$ cat config.mk
export PLATFORM = sky130hd
export DESIGN_NAME = alu_design
export DESIGN_NICKNAME = d
export VERILOG_FILES = /design/src/rtl/alu_pkg.sv /design/src/rtl/alu_mul_stage.sv /design/src/rtl/alu_design.sv
export SDC_FILE = /design/constraint.sdc
export NUM_CORES = 1
export LEC_CHECK = 0
export BUFFER_PORTS_ARGS = -buffer_cell sky130_fd_sc_hd__buf_4
export CAP_MARGIN = 10
export CORE_MARGIN = 3
export CORE_UTILIZATION = 40
export CTS_CLUSTER_DIAMETER = 40
export DETAILED_ROUTE_END_ITERATION = 7
export PLACE_DENSITY = 0.61
export SLEW_MARGIN = 20
export SYNTH_ARGS = -nofsm -noshare
export SYNTH_HDL_FRONTEND = slang
export SYNTH_HIERARCHICAL = 1
export SYNTH_SLANG_ARGS = --single-unit
$ cat constraint.sdc
create_clock -name CLK -period 7.37 [get_ports CLK]
set_input_delay 0.737 -clock CLK [delete_from_list [all_inputs] [get_ports CLK]]
set_output_delay 0.737 -clock CLK [all_outputs]
set_load 0.01 [all_outputs]
$ cat src/rtl/alu_pkg.sv
// Shared types and constants for the registered ALU.
package alu_pkg;

    localparam int unsigned AluWidth    = 8;
    localparam int unsigned AluCmdWidth = 4;

    // Arithmetic command set (MODE=1).
    typedef enum logic [3:0] {
        CmdAdd    = 4'd0,
        CmdSub    = 4'd1,
        CmdAddCin = 4'd2,
        CmdSubCin = 4'd3,
        CmdIncA   = 4'd4,
        CmdDecA   = 4'd5,
        CmdIncB   = 4'd6,
        CmdDecB   = 4'd7,
        CmdCmp    = 4'd8,
        CmdMulInc = 4'd9,
        CmdMulShl = 4'd10
    } arith_cmd_e;

    // Logical command set (MODE=0).
    typedef enum logic [3:0] {
        CmdAnd    = 4'd0,
        CmdNand   = 4'd1,
        CmdOr     = 4'd2,
        CmdNor    = 4'd3,
        CmdXor    = 4'd4,
        CmdXnor   = 4'd5,
        CmdNotA   = 4'd6,
        CmdNotB   = 4'd7,
        CmdShr1A  = 4'd8,
        CmdShl1A  = 4'd9,
        CmdShr1B  = 4'd10,
        CmdShl1B  = 4'd11,
        CmdRolAB  = 4'd12,
        CmdRorAB  = 4'd13
    } logic_cmd_e;

    // INP_VALID encoding: bit0 = A valid, bit1 = B valid.
    localparam logic [1:0] InpNone = 2'b00;
    localparam logic [1:0] InpA    = 2'b01;
    localparam logic [1:0] InpB    = 2'b10;
    localparam logic [1:0] InpAB   = 2'b11;

    typedef struct packed {
        logic cout;
        logic oflow;
        logic g;
        logic l;
        logic e;
        logic err;
    } alu_flags_t;

    // A single-operand command is also satisfied when both operands are valid.
    function automatic logic valid_ok(logic [1:0] inp_valid, logic [1:0] need);
        return (need != InpNone) && ((inp_valid & need) == need);
    endfunction

endpackage

$ cat src/rtl/alu_mul_stage.sv
// Two-cycle multiply register stage: captures the product on start, then
// flags it ready for exactly one CE-qualified edge.
module alu_mul_stage
    import alu_pkg::*;
#(
    parameter int unsigned WIDTH = AluWidth
) (
    input  logic               clk_i,
    input  logic               rst_i,
    input  logic               ce_i,
    input  logic               start_i,
    input  logic               shl_i,
    input  logic [WIDTH-1:0]   opa_i,
    input  logic [WIDTH-1:0]   opb_i,
    output logic               busy_o,
    output logic [2*WIDTH-1:0] product_o
);

    logic               busy_q;
    logic [2*WIDTH-1:0] prod_q, prod_d;
    logic [2*WIDTH-1:0] a_ext, b_ext, a_shl;

    // Product of the selected multiply flavour, truncated to 2*WIDTH bits.
    always_comb begin
        a_ext = (2*WIDTH)'(opa_i);
        b_ext = (2*WIDTH)'(opb_i);
        a_shl = (2*WIDTH)'({opa_i[WIDTH-2:0], 1'b0});
        if (shl_i) begin
            prod_d = a_shl * b_ext;
        end else begin
            prod_d = (a_ext + 1'b1) * (b_ext + 1'b1);
        end
    end

    // Stage register; CE low freezes both the busy bit and the product.
    always_ff @(posedge clk_i) begin
        if (rst_i) begin
            busy_q <= 1'b0;
            prod_q <= '0;
        end else if (ce_i) begin
            if (busy_q) begin
                busy_q <= 1'b0;
            end else if (start_i) begin
                busy_q <= 1'b1;
                prod_q <= prod_d;
            end
        end
    end

    assign busy_o    = busy_q;
    assign product_o = prod_q;

endmodule

$ cat src/rtl/alu_design.sv
// Registered 8-bit ALU with arithmetic/logical command sets, operand valid
// qualifiers, clock enable and a two-cycle multiply path.
module alu_design
    import alu_pkg::*;
#(
    parameter int unsigned WIDTH     = AluWidth,
    parameter int unsigned CMD_WIDTH = AluCmdWidth
) (
    input  logic                 CLK,
    input  logic                 RST,
    input  logic [WIDTH-1:0]     OPA,
    input  logic [WIDTH-1:0]     OPB,
    input  logic                 CIN,
    input  logic                 CE,
    input  logic                 MODE,
    input  logic [CMD_WIDTH-1:0] CMD,
    input  logic [1:0]           INP_VALID,
    output logic [2*WIDTH-1:0]   RES,
    output logic                 COUT,
    output logic                 OFLOW,
    output logic                 G,
    output logic                 L,
    output logic                 E,
    output logic                 ERR
);

    localparam int unsigned ShW = $clog2(WIDTH);

    logic [2*WIDTH-1:0] res_q, res_d, res_calc;
    alu_flags_t         flags_q, flags_d, flags_calc;
    logic [1:0]         need;
    logic               cmd_ok, valid, range_err, is_mul, mul_req, mul_start;
    logic               mul_busy;
    logic [2*WIDTH-1:0] mul_product;

    logic [WIDTH:0]     add_sum, addc_sum, inc_a, inc_b;
    logic [WIDTH-1:0]   sub_d, subc_d, dec_a, dec_b, logic_res, rol_res, ror_res;
    logic               subc_borrow;
    logic [ShW-1:0]     rot_sh;
    logic [2*WIDTH-1:0] rol_dbl, ror_dbl;

    // Shared arithmetic and rotate datapath terms.
    always_comb begin
        add_sum     = {1'b0, OPA} + {1'b0, OPB};
        addc_sum    = add_sum + (WIDTH+1)'(CIN);
        sub_d       = OPA - OPB;
        subc_d      = OPA - OPB - WIDTH'(CIN);
        subc_borrow = {1'b0, OPA} < ({1'b0, OPB} + (WIDTH+1)'(CIN));
        inc_a       = {1'b0, OPA} + 1'b1;
        inc_b       = {1'b0, OPB} + 1'b1;
        dec_a       = OPA - 1'b1;
        dec_b       = OPB - 1'b1;
        rot_sh      = OPB[ShW-1:0];
        rol_dbl     = {OPA, OPA} << rot_sh;
        ror_dbl     = {OPA, OPA} >> rot_sh;
        rol_res     = rol_dbl[2*WIDTH-1:WIDTH];
        ror_res     = ror_dbl[WIDTH-1:0];
    end

    // Command decode, operand requirement and error/result selection.
    always_comb begin
        res_calc   = '0;
        flags_calc = '0;
        logic_res  = '0;
        need       = InpAB;
        cmd_ok     = 1'b1;
        range_err  = 1'b0;
        is_mul     = 1'b0;
        if (MODE) begin
            case (CMD)
                CmdAdd: begin
                    res_calc        = {{(WIDTH-1){1'b0}}, add_sum};
                    flags_calc.cout = add_sum[WIDTH];
                end
                CmdSub: begin
                    res_calc         = {{WIDTH{1'b0}}, sub_d};
                    flags_calc.oflow = OPA < OPB;
                end
                CmdAddCin: begin
                    res_calc        = {{(WIDTH-1){1'b0}}, addc_sum};
                    flags_calc.cout = addc_sum[WIDTH];
                end
                CmdSubCin: begin
                    res_calc         = {{WIDTH{1'b0}}, subc_d};
                    flags_calc.oflow = subc_borrow;
                end
                CmdIncA: begin
                    need     = InpA;
                    res_calc = {{(WIDTH-1){1'b0}}, inc_a};
                end
                CmdDecA: begin
                    need     = InpA;
                    res_calc = {{WIDTH{1'b0}}, dec_a};
                end
                CmdIncB: begin
                    need     = InpB;
                    res_calc = {{(WIDTH-1){1'b0}}, inc_b};
                end
                CmdDecB: begin
                    need     = InpB;
                    res_calc = {{WIDTH{1'b0}}, dec_b};
                end
                CmdCmp: begin
                    flags_calc.g = OPA > OPB;
                    flags_calc.l = OPA < OPB;
                    flags_calc.e = OPA == OPB;
                end
                CmdMulInc, CmdMulShl: is_mul = 1'b1;
                default: cmd_ok = 1'b0;
            endcase
        end else begin
            case (CMD)
                CmdAnd:   logic_res = OPA & OPB;
                CmdNand:  logic_res = ~(OPA & OPB);
                CmdOr:    logic_res = OPA | OPB;
                CmdNor:   logic_res = ~(OPA | OPB);
                CmdXor:   logic_res = OPA ^ OPB;
                CmdXnor:  logic_res = ~(OPA ^ OPB);
                CmdNotA:  begin need = InpA; logic_res = ~OPA;      end
                CmdNotB:  begin need = InpB; logic_res = ~OPB;      end
                CmdShr1A: begin need = InpA; logic_res = OPA >> 1;  end
                CmdShl1A: begin need = InpA; logic_res = OPA << 1;  end
                CmdShr1B: begin need = InpB; logic_res = OPB >> 1;  end
                CmdShl1B: begin need = InpB; logic_res = OPB << 1;  end
                CmdRolAB: begin
                    logic_res = rol_res;
                    range_err = |OPB[WIDTH-1:ShW];
                end
                CmdRorAB: begin
                    logic_res = ror_res;
                    range_err = |OPB[WIDTH-1:ShW];
                end
                default: cmd_ok = 1'b0;
            endcase
            res_calc = {{WIDTH{1'b0}}, logic_res};
        end

        valid   = valid_ok(INP_VALID, need);
        mul_req = is_mul & cmd_ok & valid;

        // Errors zero the result; an out-of-range rotate keeps its result.
        if (!cmd_ok || !valid) begin
            res_d       = '0;
            flags_d     = '0;
            flags_d.err = 1'b1;
        end else begin
            res_d       = res_calc;
            flags_d     = flags_calc;
            flags_d.err = range_err;
        end
    end

    // A new multiply is only accepted when the stage is idle.
    assign mul_start = mul_req & ~mul_busy;

    alu_mul_stage #(
        .WIDTH (WIDTH)
    ) u_mul_stage (
        .clk_i     (CLK),
        .rst_i     (RST),
        .ce_i      (CE),
        .start_i   (mul_start),
        .shl_i     (CMD == CMD_WIDTH'(CmdMulShl)),
        .opa_i     (OPA),
        .opb_i     (OPB),
        .busy_o    (mul_busy),
        .product_o (mul_product)
    );

    // Output registers: product when the multiply completes, hold on its
    // first edge, otherwise the freshly computed result.
    always_ff @(posedge CLK) begin
        if (RST) begin
            res_q   <= '0;
            flags_q <= '0;
        end else if (CE) begin
            if (mul_busy) begin
                res_q   <= mul_product;
                flags_q <= '0;
            end else if (!mul_start) begin
                res_q   <= res_d;
                flags_q <= flags_d;
            end
        end
    end

    assign RES   = res_q;
    assign COUT  = flags_q.cout;
    assign OFLOW = flags_q.oflow;
    assign G     = flags_q.g;
    assign L     = flags_q.l;
    assign E     = flags_q.e;
    assign ERR   = flags_q.err;

endmodule

# Word level (Yosys, flattened, before mapping)
# Index checks and enable logic that the tools add are counted.
[word_totals] reg_bits=39
[op_classes] add_sub_neg=11 n_mul=2 order_cmp=3 eq_ne=16 n_shift=2 muxes=26 bitwise_logic=13 n_reduce_logical=17
[op_table] cell="one-hot mux 8 bit (14 select lines)" count=1
[op_table] cell="two-way mux 16 bit" count=5
[op_table] cell="one-hot mux 9 bit (8 select lines)" count=1
[op_table] cell="inverter 8 bit" count=5
[op_table] cell="adder 8 x 1 -> 9 bit (second input constant)" count=4
[op_table] cell="equality test 4 bit (second input constant)" count=6
[op_table] cell="two-way mux 6 bit" count=3
[op_table] cell="equality test 4 x 3 -> 1 bit (second input constant)" count=4
[op_table] cell="multiplier 16 x 16 -> 16 bit" count=1
[op_table] cell="<< shifter 16 x 3 -> 16 bit" count=1
[op_table] cell=">> shifter 16 x 3 -> 8 bit" count=1
[op_table] cell="subtractor 8 x 1 -> 8 bit (second input constant)" count=2
[op_table] cell="multiplier 7 x 8 -> 15 bit" count=1
[op_table] cell="OR reduction 14 bit" count=1
[op_table] cell="OR reduction 11 bit" count=1
[op_table] cell="adder 8 x 1 -> 9 bit" count=1
[op_table] cell="adder 8 x 8 -> 9 bit" count=1
[op_table] cell="adder 9 x 1 -> 9 bit" count=1
[op_table] cell="less-than comparator 8 x 9 -> 1 bit" count=1
[op_table] cell="two-way mux 1 bit" count=9
[op_table] cell="AND 8 bit" count=1
[op_table] cell="equality test 4 x 2 -> 1 bit (second input constant)" count=2
[op_table] cell="equality test 8 bit" count=1
[op_table] cell="greater-than comparator 8 bit" count=1
[op_table] cell="other kinds (26)" count=35

# Depth between registers and ports, before layout
[depth] depth_word=12 ltp_mapped=22 mapped_depth_nobuf=21

# Cells and area by module
# The synthesis kept the hierarchy.
[by_module_without_submodules] mod="alu_mul_stage" instances=1 cells_each=633 area_each_um2=5200.0 seq_area_each_um2=340.3
[by_module_without_submodules] mod="alu_design" instances=1 cells_each=692 area_each_um2=4890.9 seq_area_each_um2=440.4

# Worst setup path before layout
# No wires, ideal clock.
[synth_timing] path_type="in2reg" from="input port OPB[0]" to="register u_mul_stage.prod_q[12] (netlist: u_mul_stage/product_o[12])" setup_ns=0.092 arrival_time_ns=5.491 t_required_ns=7.278 slack_ns=1.788 cell_stages=20 path_buffers=2 path_cell_list="buf_2 > nand2_1 > or4_4 > and2_1 > clkbuf_1 > nand2b_1 > fa_1 > fa_1 > inv_1 > fa_1 > inv_1 > fa_1 > inv_1 > ha_1 > o21ai_0 > a21oi_1 > o41ai_1 > xnor2_1 > nor3_1 > nor4_1"
[synth_between] elab_chain_len=3
[synth_rtl] item="start: declaration" line="alu_design.sv:12" source="input logic [WIDTH-1:0] OPB,"
[synth_rtl] item="adder 8 x 1 -> 9 bit" line="alu_mul_stage.sv:31" source="prod_d = (a_ext + 1'b1) * (b_ext + 1'b1);"
[synth_rtl] item="multiplier 16 x 16 -> 16 bit" line="alu_mul_stage.sv:31"
[synth_rtl] item="two-way mux 16 bit *" line="alu_mul_stage.sv:28" source="if (shl_i) begin"
[synth_rtl] item="end signal: assignment" line="alu_mul_stage.sv:45" source="prod_q <= prod_d;"
[synth_rtl] item="end: declaration" line="alu_mul_stage.sv:20" source="logic [2*WIDTH-1:0] prod_q, prod_d;"
# Mark *: on every way between the ends. The rest lies on a longest branch, timed or not.
# A chain may end at the register's enable or synchronous reset.

# Worst setup path in the final report
[layout_timing] from="input port OPB[2]" to="register u_mul_stage.prod_q[12] (netlist: u_mul_stage/product_o[12])"
# The elaborated chain is that of the path after synthesis.

==> flow_metrics.tcl <==
set metrics [dict create \
    outcome "finished, final reports clean" \
    maxSlewViolCount 0 \
    port_buffers 48 \
    synth.yosys.seq_area_share 0.0774 \
    path_clk_slew_ps 60 \
    power_mw 1.83 \
    gp_congestion 0.915 \
    finalHoldViolCount 0 \
    cts_setup_buffers 0 \
    worstMarginPinSlew_ps 937 \
    postCtsHoldBufs 0 \
    worst_hold_path_type "flip-flop to flip-flop" \
    synth.area.top_cells "fa_1 (16%), ha_1 (13%), dfxtp_1 (7.7%), nor2_1 (5.6%), inv_1 (5.4%)" \
    area_delta_synth_final_pct 5.65 \
    synth_edf_count 0 \
    async_flop_share 0 \
    grt-ovfl-total 0 \
    ys_warn_count 6 \
    vdd_drop_max_mv 0.144 \
    antenna_found_initial 0 \
    grt_pass1_wl_um 50300 \
    avgRoutedWirePerCell_um 19.4 \
    ys_seq_elements 39 \
    die_area_um2 27200 \
    yosysTopAreaCell "fa_1" \
    die_x_um 165 \
    cts_made_buffers 5 \
    required_ps 7550 \
    worstSkewPairLatency_ps 280 \
    die_h_um 165 \
    ys.flop_type "dfxtp_1" \
    worstSetupPathType "primary input to flip-flop" \
    grt_max_degree 55 \
    cap_violations 0 \
    cp_max_fo 41 \
    cts_root_buffer "clkbuf_16" \
    dp_hpwl_um 23900 \
    cts_resized 0 \
    syn_inst 1325 \
    regArea_um2 781 \
    drive_gt1_frac 0.0858 \
    antenna_left 0 \
    clock-skew-final_ps 3.22 \
    fmax_mhz 168 \
    final_common_cell "nor2_1" \
    multiInputGateArea_um2 8350 \
    diodes 0 \
    critPathLaunchType "primary input" \
    vias 9303 \
    post-route-period-util 0.808 \
    clk_path_buf_depth 2 \
    htreeDepth 2 \
    layout_common_cells "nor2_1 (151), inv_1 (144), nand2_1 (113)" \
    clkSinkCount 39 \
    total_leakage_power_nw 4.77 \
    vias_per_cell 5.71 \
    rows 57 \
    endpoint_kind "flip-flop" \
    syn_area_um2 10100 \
    core_um2 24500 \
    fillers 2536 \
    grt_pass1_vias 9042 \
    critical_path_arrival_ps 6140 \
    syn_avg_cell_area_um2 7.62 \
    totalWireLength_um 31500 \
    final.setup.tns_ps 0 \
    firstDrtPassIters 6 \
    min_period_ps 5960 \
    start_util 0.411 \
    synth.distinct_cells 87 \
    rsz0062_at_grt "false" \
    ioPinCount 49 \
    yosysTopAreaCellShare 0.159 \
    syn_nets 1537 \
    cts_tree "built" \
    power_density_nw_per_um2 172 \
    dr.first_iter.drc_count 928 \
    final_nets 1516 \
    grt_util_all_layers 0.233 \
    relSlewSlack 0.374 \
    route.detailed.drc 0 \
    setup_viol 0 \
]
==> cells in the mapped netlist (10+ instances only) <==
| master | number |
|---|---|
| nand2b_1 | 23 |
| a22oi_1 | 13 |
| inv_1 | 144 |
| nand3_1 | 33 |
| clkbuf_1 | 42 |
| nand4_1 | 11 |
| a221oi_1 | 10 |
| a21oi_1 | 65 |
| nand2_1 | 113 |
| xor2_1 | 21 |
| o221ai_1 | 10 |
| nor3_1 | 25 |
| a211oi_1 | 23 |
| or2_2 | 17 |
| buf_2 | 26 |
| fa_1 | 80 |
| nor2b_1 | 14 |
| a21o_1 | 13 |
| mux2i_1 | 26 |
| ha_1 | 105 |
| o21ai_0 | 56 |
| and2_1 | 29 |
| xnor2_1 | 60 |
| nor2_1 | 151 |
| dfxtp_1 | 39 |
==> cells by family (layout without fill, tap and decap cells) <==
kind of cell,Yosys count,in the layout,share of synthesized area
fa+ha+maj,185,185,0.289
buf+inv,232,212,0.0947
mux,43,43,0.0539
compound gates,289,289,0.197
simple gates,455,455,0.216
flops,39,39,0.0774
xor+xnor,82,82,0.0725
==> worst paths after layout <==
| kind | end | cells after the start | from | slack (ps) |
|---|---|---|---|---|
| max | u_mul_stage/product_o[12] | 19 | OPB[2] | 1410 |
| min | RES[11] | 2 | RES[11] | 450 |
| max reg2reg | u_mul_stage/product_o[14] | 8 | u_mul_stage/busy_o | 4860 |
| min reg2reg | RES[11] | 2 | RES[11] | 450 |
==> flip-flops by register name, summed over array words and instances, names as in the netlist <==
| name | count |
|---|---|
| RES | 16 |
| u_mul_stage/product_o | 16 |
| COUT | 1 |
| E | 1 |
| ERR | 1 |
| G | 1 |
| L | 1 |
| OFLOW | 1 |
| u_mul_stage/busy_o | 1 |
==> stage by stage <==
| stage | util | cells | setup WS, ps | hold slack (ps) | instance area [um2] |
|---|---|---|---|---|---|
| floorplan | - | 1325 | 1790 | 432 | 10100 |
| global placement | 0.429 | 1621 | 1250 | 441 | 10500 |
| detailed placement | 0.429 | 1621 | 1170 | 448 | 10500 |
| CTS | 0.435 | 1629 | 1440 | 454 | 10700 |
| global route | 0.435 | 1629 | 960 | 470 | 10700 |
| finish | 0.435 | 1629 | 1410 | 452 | 10700 |
==> report_power, final <==
group | switching (mW) | leakage (nW) | internal [mW]
registers | 0.00204 | 0.316 | 0.215
clock network | 0.0817 | 0.0669 | 0.125
logic | 0.847 | 4.39 | 0.559
total | 0.931 | 4.77 | 0.898
==> final cells by class <==
class,instances,share of cell area
repair buffers,57,0.0401
well taps,324,0.0380
inverters,147,0.0518
clock inverters,2,0.00117
flip-flops and latches,39,0.0732
clock buffers,6,0.0121
multi-input cells,1054,0.784
==> layer usage <==
layer,wire length [um],global-route usage,vias to the layer above
li1,-,-,4489
met1,14900,0.344,4415
met2,13200,0.348,354
met3,2730,0.0451,45
met4,738,0.0564,0
met5,0,0,-
==> worst max-delay path, cell delays in order <==
cell and delay (ps):
buf_4 380, and4_1 310, nand2_1 70, xnor2_1 610
or2_2 240, fa_1 440, fa_1 540, inv_1 60
fa_1 530, inv_1 60, fa_1 530, inv_1 40
ha_1 330, o21ai_0 310, a21oi_1 120, o41ai_1 340
xnor2_1 190, nor3_1 70, nor4_1 230
(Power assumes the default switching activity.)
